$ cat src/rtl/block_map_pkg.sv
// Shared definitions for the brick field: command encodings, grid geometry,
// block codes and the stage layout generator used by stage_rom.
package block_map_pkg;

  localparam int ROWS   = 30;
  localparam int COLS   = 10;
  localparam int CBITS  = 4;
  localparam int ROW_W  = COLS * CBITS;
  localparam int ADDR_W = 7;

  typedef enum logic [1:0] {
    F_LOAD  = 2'b00,
    F_CLEAR = 2'b01,
    F_SHL   = 2'b10,
    F_SHR   = 2'b11
  } bm_func_e;

  typedef enum logic [1:0] {
    S_IDLE,
    S_LOAD,
    S_DRAIN,
    S_SHIFT
  } bm_state_e;

  localparam logic [CBITS-1:0] B_EMPTY    = 4'b0000;
  localparam logic [CBITS-1:0] B_HAZARD   = 4'b0001;
  localparam logic [CBITS-1:0] B_SOLID    = 4'b0111;
  localparam logic [CBITS-1:0] B_HARD     = 4'b0110;
  localparam logic [CBITS-1:0] B_HARD_HIT = 4'b0010;

  // Procedural stage layouts: the top 12 rows hold bricks, the rest is empty.
  function automatic logic [ROW_W-1:0] stage_row(input logic [1:0] stage,
                                                 input logic [4:0] row);
    logic [ROW_W-1:0] bits;
    bits = '0;
    for (int c = 0; c < COLS; c++) begin
      if (row < 5'd12 && ((c + int'(row) + int'(stage)) % 3) != 0) begin
        bits[c*CBITS +: CBITS] = CBITS'((int'(stage) + int'(row) + c) % 8);
      end
    end
    return bits;
  endfunction

endpackage

$ cat src/rtl/block_map.sv
// Brick-field grid store: load/clear/rotate commands plus a zero-latency cell read.
// Optional BM_HARD_HITS_EN: clearing a two-hit block leaves its one-hit core.
module block_map
  import block_map_pkg::*;
(
  input  logic              clock,
  input  logic              reset,
  input  logic              bm_enable,
  input  logic [1:0]        bm_func,
  input  logic [1:0]        bm_stage,
  input  logic [4:0]        bm_row,
  input  logic [4:0]        bm_col,
  output logic              bm_ready,
  output logic [CBITS-1:0]  bm_block,
  output logic [ADDR_W-1:0] rom_addr,
  input  logic [ROW_W-1:0]  rom_data
);

  localparam logic [4:0] LAST_ROW = 5'(ROWS - 1);

  bm_state_e  state_q, state_d;
  logic [1:0] stage_q, stage_d;
  logic [4:0] row_q, row_d;
  logic       shl_q, shl_d;
  logic       wr_en_q, wr_en_d;
  logic [4:0] wr_row_q, wr_row_d;

  logic [ROW_W-1:0] grid [ROWS];
  logic             in_range;
  logic [CBITS-1:0] cell_rd;
  logic [CBITS-1:0] clr_code;
  logic             clr_en;
  logic             shift_en;

  assign in_range = (bm_row < 5'(ROWS)) && (bm_col < 5'(COLS));

  always_comb begin
    cell_rd = B_EMPTY;
    if (in_range) cell_rd = grid[bm_row][int'(bm_col)*CBITS +: CBITS];
  end

  always_comb begin
`ifdef BM_HARD_HITS_EN
    clr_code = (cell_rd == B_HARD) ? B_HARD_HIT : B_EMPTY;
`else
    clr_code = B_EMPTY;
`endif
  end

  always_comb begin
    state_d  = state_q;
    stage_d  = stage_q;
    row_d    = row_q;
    shl_d    = shl_q;
    wr_en_d  = 1'b0;
    wr_row_d = row_q;
    clr_en   = 1'b0;
    case (state_q)
      S_IDLE: begin
        if (bm_enable) begin
          case (bm_func_e'(bm_func))
            F_LOAD: begin
              state_d = S_LOAD;
              stage_d = bm_stage;
              row_d   = '0;
            end
            F_CLEAR: clr_en = in_range;
            default: begin
              state_d = S_SHIFT;
              shl_d   = (bm_func_e'(bm_func) == F_SHL);
              row_d   = '0;
            end
          endcase
        end
      end
      // ROM data lags the address by a cycle, so writes trail the fetch row.
      S_LOAD: begin
        wr_en_d = 1'b1;
        if (row_q == LAST_ROW) state_d = S_DRAIN;
        else                   row_d   = row_q + 5'd1;
      end
      S_DRAIN: begin
        state_d = S_IDLE;
        row_d   = '0;
      end
      S_SHIFT: begin
        if (row_q == LAST_ROW) begin
          state_d = S_IDLE;
          row_d   = '0;
        end else begin
          row_d = row_q + 5'd1;
        end
      end
      default: state_d = S_IDLE;
    endcase
  end

  always_ff @(posedge clock) begin
    if (reset) begin
      state_q  <= S_IDLE;
      stage_q  <= '0;
      row_q    <= '0;
      shl_q    <= 1'b0;
      wr_en_q  <= 1'b0;
      wr_row_q <= '0;
    end else begin
      state_q  <= state_d;
      stage_q  <= stage_d;
      row_q    <= row_d;
      shl_q    <= shl_d;
      wr_en_q  <= wr_en_d;
      wr_row_q <= wr_row_d;
    end
  end

  assign shift_en = (state_q == S_SHIFT);

  for (genvar gi = 0; gi < ROWS; gi++) begin : g_row
    logic [ROW_W-1:0] cell_q;
    logic [ROW_W-1:0] cell_d;

    always_comb begin
      cell_d = cell_q;
      if (wr_en_q && wr_row_q == 5'(gi)) cell_d = rom_data;
      // Column 0 sits in the LSBs, so a left rotate is a right shift of the row word.
      if (shift_en && row_q == 5'(gi)) begin
        if (shl_q) cell_d = {cell_q[CBITS-1:0], cell_q[ROW_W-1:CBITS]};
        else       cell_d = {cell_q[ROW_W-CBITS-1:0], cell_q[ROW_W-1:ROW_W-CBITS]};
      end
      if (clr_en && bm_row == 5'(gi)) cell_d[int'(bm_col)*CBITS +: CBITS] = clr_code;
    end

    always_ff @(posedge clock) begin
      if (reset) cell_q <= '0;
      else       cell_q <= cell_d;
    end

    assign grid[gi] = cell_q;
  end

  assign bm_ready = (state_q == S_IDLE);
  assign bm_block = bm_ready ? cell_rd : B_EMPTY;
  assign rom_addr = {stage_q, row_q};

endmodule

$ cat config.mk
export PLATFORM = sky130hd
export DESIGN_NAME = block_map
export DESIGN_NICKNAME = d
export VERILOG_FILES = /design/src/rtl/block_map_pkg.sv /design/src/rtl/block_map.sv
export SDC_FILE = /design/constraint.sdc
export NUM_CORES = 2
export LEC_CHECK = 0
export CORE_MARGIN = 2
export CORE_UTILIZATION = 30
export CTS_BUF_LIST = sky130_fd_sc_hd__clkbuf_4 sky130_fd_sc_hd__clkbuf_8
export CTS_CLUSTER_SIZE = 14
export DETAILED_ROUTE_END_ITERATION = 12
export GPL_ROUTABILITY_DRIVEN = 1
export PLACE_DENSITY_LB_ADDON = 0.3
export RECOVER_POWER = 50
export SYNTH_ARGS = -nofsm -noshare
export SYNTH_HDL_FRONTEND = slang
export SYNTH_SLANG_ARGS = --single-unit
$ cat constraint.sdc
create_clock -name clock -period 5.7 [get_ports clock]
set_input_delay 1.14 -clock clock [delete_from_list [all_inputs] [get_ports clock]]
set_output_delay 1.14 -clock clock [all_outputs]
set_load 0.01 [all_outputs]
== Word-level counts from Yosys, hierarchy flattened ==
Cells that the tools add are included.

* Bitwise operators: 2
* Shifts and indexed selects: 3
* Reductions and logical operators: 101
* Add/sub/neg operators: 2
* Magnitude comparators: 3
* Mux-type cells: 169
* Equal/unequal tests: 97

{| class="wikitable"
|+ Operator list
! cell !! number
|-
| $mux W40 || 122
|-
| $bwmux W40 || 30
|-
| $eq A5 B5 Y1 const B || 42
|-
| $bmux W40 S5 || 1
|-
| $eq A5 B4 Y1 const B || 24
|-
| $logic_and A1 B1 Y1 || 91
|-
| $eq A5 B3 Y1 const B || 12
|-
| $shift A4 B33 Y40 const A || 1
|-
| $shiftx A4 B33 Y40 const A || 1
|-
| $shiftx A40 B8 Y4 || 1
|-
| $neg A7 Y33 || 1
|-
| $eq A5 B2 Y1 const B || 6
|-
| $mux W5 || 4
|-
| $pmux W5 S4 || 1
|-
| $eq A5 B1 Y1 const B || 3
|-
| $logic_not A5 Y1 || 3
|-
| $reduce_and A3 Y1 || 3
|-
| $mux W4 || 2
|-
| $ne A2 B2 Y1 const B || 4
|-
| $pmux W2 S4 || 1
|-
| $eq A2 B2 Y1 const B || 3
|-
| $ge A6 B6 Y1 const B || 1
|-
| $mux W2 || 3
|-
| $not A5 Y6 || 1
|-
| other kinds (11) || 16
|}

* Register bits after elaboration: 1,216

== Depth between registers and ports, before layout ==
* Depth after elaboration: 7
* Mapped depth: 12

== Worst setup path before layout ==
No wires, ideal clock.

* Kind: input to output
* Start: input bm_row[0]
* End: output bm_block[1]
* Data arrival time: 3.213 ns
* Stages on the path: 10
* Path slack: 1.347 ns
* Buffers on the path: 4
* Cell sequence: buf_4 buf_4 buf_2 buf_2 mux2_2 a221oi_1 nand3_1 a221o_1 nand4_1 nand2_1

* Word-level cells in the longest chain between the ends: 7
* Elaborated cells on any way between the ends: 9
* Classes of those cells: order compare: 1; shift: 1; mux: 5; bitwise: 1; reduce/logical: 1

{| class="wikitable"
|+ RTL lines
! what !! line !! text
|-
| start, declared || block_map.sv:11 || <nowiki>input logic [4:0] bm_row,</nowiki>
|-
| $not A5 Y6 (not written as such) || block_map.sv:39 || <nowiki>if (in_range) cell_rd = grid[bm_row][int'(bm_col)*CBITS +: CBITS];</nowiki>
|-
| $bmux W40 S5 || block_map.sv:39 ||
|-
| $mux W40 (not written as such) (2 in series) || block_map.sv:39 ||
|-
| $shiftx A40 B8 Y4 || block_map.sv:39 ||
|-
| $mux W4 * || block_map.sv:39 ||
|-
| $mux W4 * || block_map.sv:142 || <nowiki>assign bm_block = bm_ready ? cell_rd : B_EMPTY;</nowiki>
|-
| end, declared || block_map.sv:14 || <nowiki>output logic [CBITS-1:0] bm_block,</nowiki>
|}

Mark *: on every way between the ends. The rest lies on a longest branch, timed or not. The select of a mux whose other input is x is not followed.

== Worst setup path in the final report ==
* Start: input bm_enable
* End: register g_row[1].cell_q[20]

* Word-level cells in the longest chain between the ends: 4

{| class="wikitable"
|+ RTL lines
! what !! line !! text
|-
| start, declared || block_map.sv:8 || <nowiki>input logic bm_enable,</nowiki>
|-
| $mux W1 || block_map.sv:60 || <nowiki>if (bm_enable) begin</nowiki>
|-
| $mux W1 || block_map.sv:58 || <nowiki>case (state_q)</nowiki>
|-
| $logic_and A1 B1 Y1 || block_map.sv:130 || <nowiki>if (clr_en && bm_row == 5'(gi)) cell_d[int'(bm_col)*CBITS +: CBITS] = clr_code;</nowiki>
|-
| $mux W40 || block_map.sv:130 ||
|-
| end signal, assigned || block_map.sv:135 || <nowiki>else cell_q <= cell_d;</nowiki>
|-
| end, declared || block_map.sv:119 || <nowiki>logic [ROW_W-1:0] cell_q;</nowiki>
|}

Every way passes these cells.
A chain may end at the register's enable or synchronous reset.

==> impl_metrics.yaml <==
status:
  status: "complete, but fails checks"
  violations: "capacitance limit, slew limit, setup timing"
synth:
  synth_area_sq_mm: 0.0781
  ys.flop_type: "dfxtp_1"
  synthXorXnorAreaFrac_pct: 0.0224
  synth_compound_area_share_pct: 28.1
  synth_cells: 8199
  synth_top_family_by_area: "compound AO/OA/AOI/OAI gates"
  synthAdderAreaFrac_pct: 0.112
  yosysUniqueCellTypes: 64
  synthArstFlopShare_pct: 0
  synth_mux_area_share_pct: 23.8
  synth_area_per_cell_sq_um: 9.52
  synth_edf_count: 0
  synth_warnings: 0
  synth.area.top_cells: "dfxtp_1, a211oi_1, mux2i_1, nor2b_1, mux4_2"
  yosys.area.top_type_share_pct: 31.2
  ys_seq_area_share_pct: 31.2
  synth_nets: 8263
  synthSimpleGateAreaFrac_pct: 11.9
  yosys.area.top_type: "dfxtp_1"
  ys_ff_latch: 1216
drt:
  ant_nets: 0
  drt_pre_antenna_iters: 6
  drt_iter0_drc: 11300
  viasPerCell: 6.50
  route.detailed.drc: 0
  postRouteWirelength_mm: 407
  dr_total_vias: 73900
  routedWlPerCell_microns: 35.8
clock_network:
  numCtsBuffers: 221
  cts_sinks: 1216
  post_cts_buffers: 0
  clkTransAtPathRegs_ns: 0.06
  insertion_delay_ns: 1.06
  htree_levels: 4
  cts_root_buf: "clkbuf_8"
  clk_path_buf_depth: 3
  cts_hold_buffers: 0
  cts_tree: "done"
run:
  maxCapViolCount: 9
layout:
  drive_above_1_share_pct: 13.5
  finalNonFillerCells: 11400
  fillers: 26500
  final_common_cell: "a211oi_1"
  areaGrowthSynthToFinish_pct: 10.6
  layout_common_cells: "a211oi_1, mux2i_1, dfxtp_1"
  utilization_pct: 33.3
  final_nets: 7846
critical_path:
  worst-path-buf-inv: 1
  cp_max_fo: 10
  critical_path_arrival_ns: 6.76
  crit_path_end_kind: "register"
  crit_required_ns: 6.60
  crit_chain: "clkdlybuf4s50_1, or3b_1, a2111oi_1, and2_0, nand2_1, nor2_1, a21o_1, a211oi_1"
  cp-start-kind: "input port"
  critPathTopFamily: "compound AO/OA/AOI/OAI gates"
  path_class: "in -> reg"
  slowest_delay_ns: 2.11
  crit_slowest_cell: "a2111oi_1"
sta:
  finalCriticalPeriod_ns: 5.87
  fin_ws_ns: -0.165
  skew_ns: 0.0655
  finalSetupViolCount: 309
  final_hold_viol_count: 0
  maxSlewHeadroom_pct: -100
  rsz0062_at_grt: "false"
  maxSlewViolCount: 277
  timing.fmax_ghz: 0.170
  finalCritPeriodShare_pct: 103
  whs_ns: 0.504
  worst_pin_slew_ns: 3.00
pwr:
  max-vdd-ir-drop_v: 0.000186
  swShare_pct: 29.0
  internal-power_mw: 14.0
  power_frac_comb_pct: 9.5
  p_switching_mw: 5.72
  pwr-share-seq_pct: 43.5
  power_frac_clock_pct: 47.0
  powerDensity_mw_per_mm2: 229
  p_total_mw: 19.8
  cellLeakagePower_nw: 31.6
placed_design:
  numPortBuffers: 68
  routabilityCongestion: 1.06
  hpwl_mm: 286
  place_inst: 11000
grt:
  grt_usage_pct: 29.6
  grt_pass1_vias: 69500
  grt_overflow_total: 0
  grt_start_max_net_pins: 253
  antenna_found_initial: 26
  grt_pass1_wl_mm: 565
floorplan:
  row_count: 187
  core_area_sq_mm: 0.259
  die_area_sq_mm: 0.264
  ios: 69
  die_h_microns: 514
  die_x_microns: 514
  initial_core_util_pct: 30.1
hold_path:
  hp-class: "reg -> reg"
## synthesized netlist by cell type (all sizes together), types with 8 or more instances
library cell  number
a21o             300
a221oi            59
nor3              14
mux2i           1241
nand2            147
buf              109
inv                9
a22oi             56
a31oi              8
o21ai              8
nor2              74
a21oi             33
clkbuf           848
o211ai            15
mux2              30
nor2b           1210
dfxtp           1216
a211oi          2404
mux4             259
nand3             60
## layer usage
layer	GRT usage (%)	wire length (microns)	vias to the layer above
met5	0	152	-
met2	44.9	177000	4427
met1	38.1	163000	36900
li1	-	-	31400
met3	6.23	36900	1204
met4	18.8	30500	22
## flip-flops by register name, summed over array words and instances (netlist names)
register	cells
row_q	5
shl_q	1
wr_row_q	5
g_row.cell_q	1200
stage_q	2
wr_en_q	1
state_q	2
## final timing paths
| path | from | end | slack, ns | cells after the start |
|---|---|---|---|---|
| worst max-delay path | bm_enable | g_row[1].cell_q[20]$_SDFF_PP0_ | -0.17 | 8 |
| worst min-delay path | stage_q[1]$_SDFFE_PP0P_ | stage_q[1]$_SDFFE_PP0P_ | 0.50 | 2 |
| worst max register to register | state_q[1]$_SDFFE_PP0P_ | g_row[1].cell_q[20]$_SDFF_PP0_ | 0.17 | 7 |
| worst min register to register | stage_q[1]$_SDFFE_PP0P_ | stage_q[1]$_SDFFE_PP0P_ | 0.50 | 2 |
## cells by family (layout without fill, tap and decap cells)
kind of cell             after synthesis  count (layout)
adder cells (fa/ha/maj)                7               7
multiplexers                        1530            1530
other                                  0              18
buffers and inverters                968             716
AND/OR/NAND/NOR                     1558            1558
XOR/XNOR                               2               2
AO/OA/AOI/OAI                       2918            2918
flip-flops                          1216            1216
## power groups by stage
stage	clock network, mW	logic [mW]	registers [mW]
floorplan	0	1.05	8.73
global placement	0	1.79	8.78
detailed placement	0	1.80	8.78
CTS	9.34	1.80	8.59
global route	9.70	1.90	8.59
finish	9.29	1.87	8.59
## worst register-to-register path: stages, from the launching register on
cell	delay, ns
dfxtp_1	0.41
or3b_1	0.66
a2111oi_1	2.11
and2_0	0.61
nand2_1	0.28
nor2_1	0.87
a21o_1	0.37
a211oi_1	0.09
## cell type report
| type | instances | area [sq um] | share of cell area (%) |
|---|---|---|---|
| antenna | 18 | 45.0 | 0.0522 |
| clock buffer | 355 | 4340 | 5.03 |
| clock inverter | 33 | 399 | 0.462 |
| inverter | 11 | 41.3 | 0.0478 |
| multi-input combinational | 6015 | 50200 | 58.1 |
| sequential | 1216 | 24300 | 28.2 |
| tap | 3402 | 4260 | 4.93 |
| timing repair buffer | 317 | 2750 | 3.18 |
## per-stage QoR
step | instance area, sq um | TNS (ns) | setup slack, ns
global placement | 81700 | -0.459 | -0.283
floorplan | 78100 | 0 | 1.35
detailed placement | 81700 | -0.405 | -0.244
global route | 86300 | 0 | 0.0218
CTS | 86500 | 0 | 0.0138
finish | 86300 | -18.56 | -0.165
## what timing repair did
| action | 4_1_cts | 5_1_grt |
|---|---|---|
| resized for setup | 6 | 4 |
| gates cloned | 0 | 0 |
| setup endpoints to repair | 2 | 2 |
(Power assumes the default switching activity.)
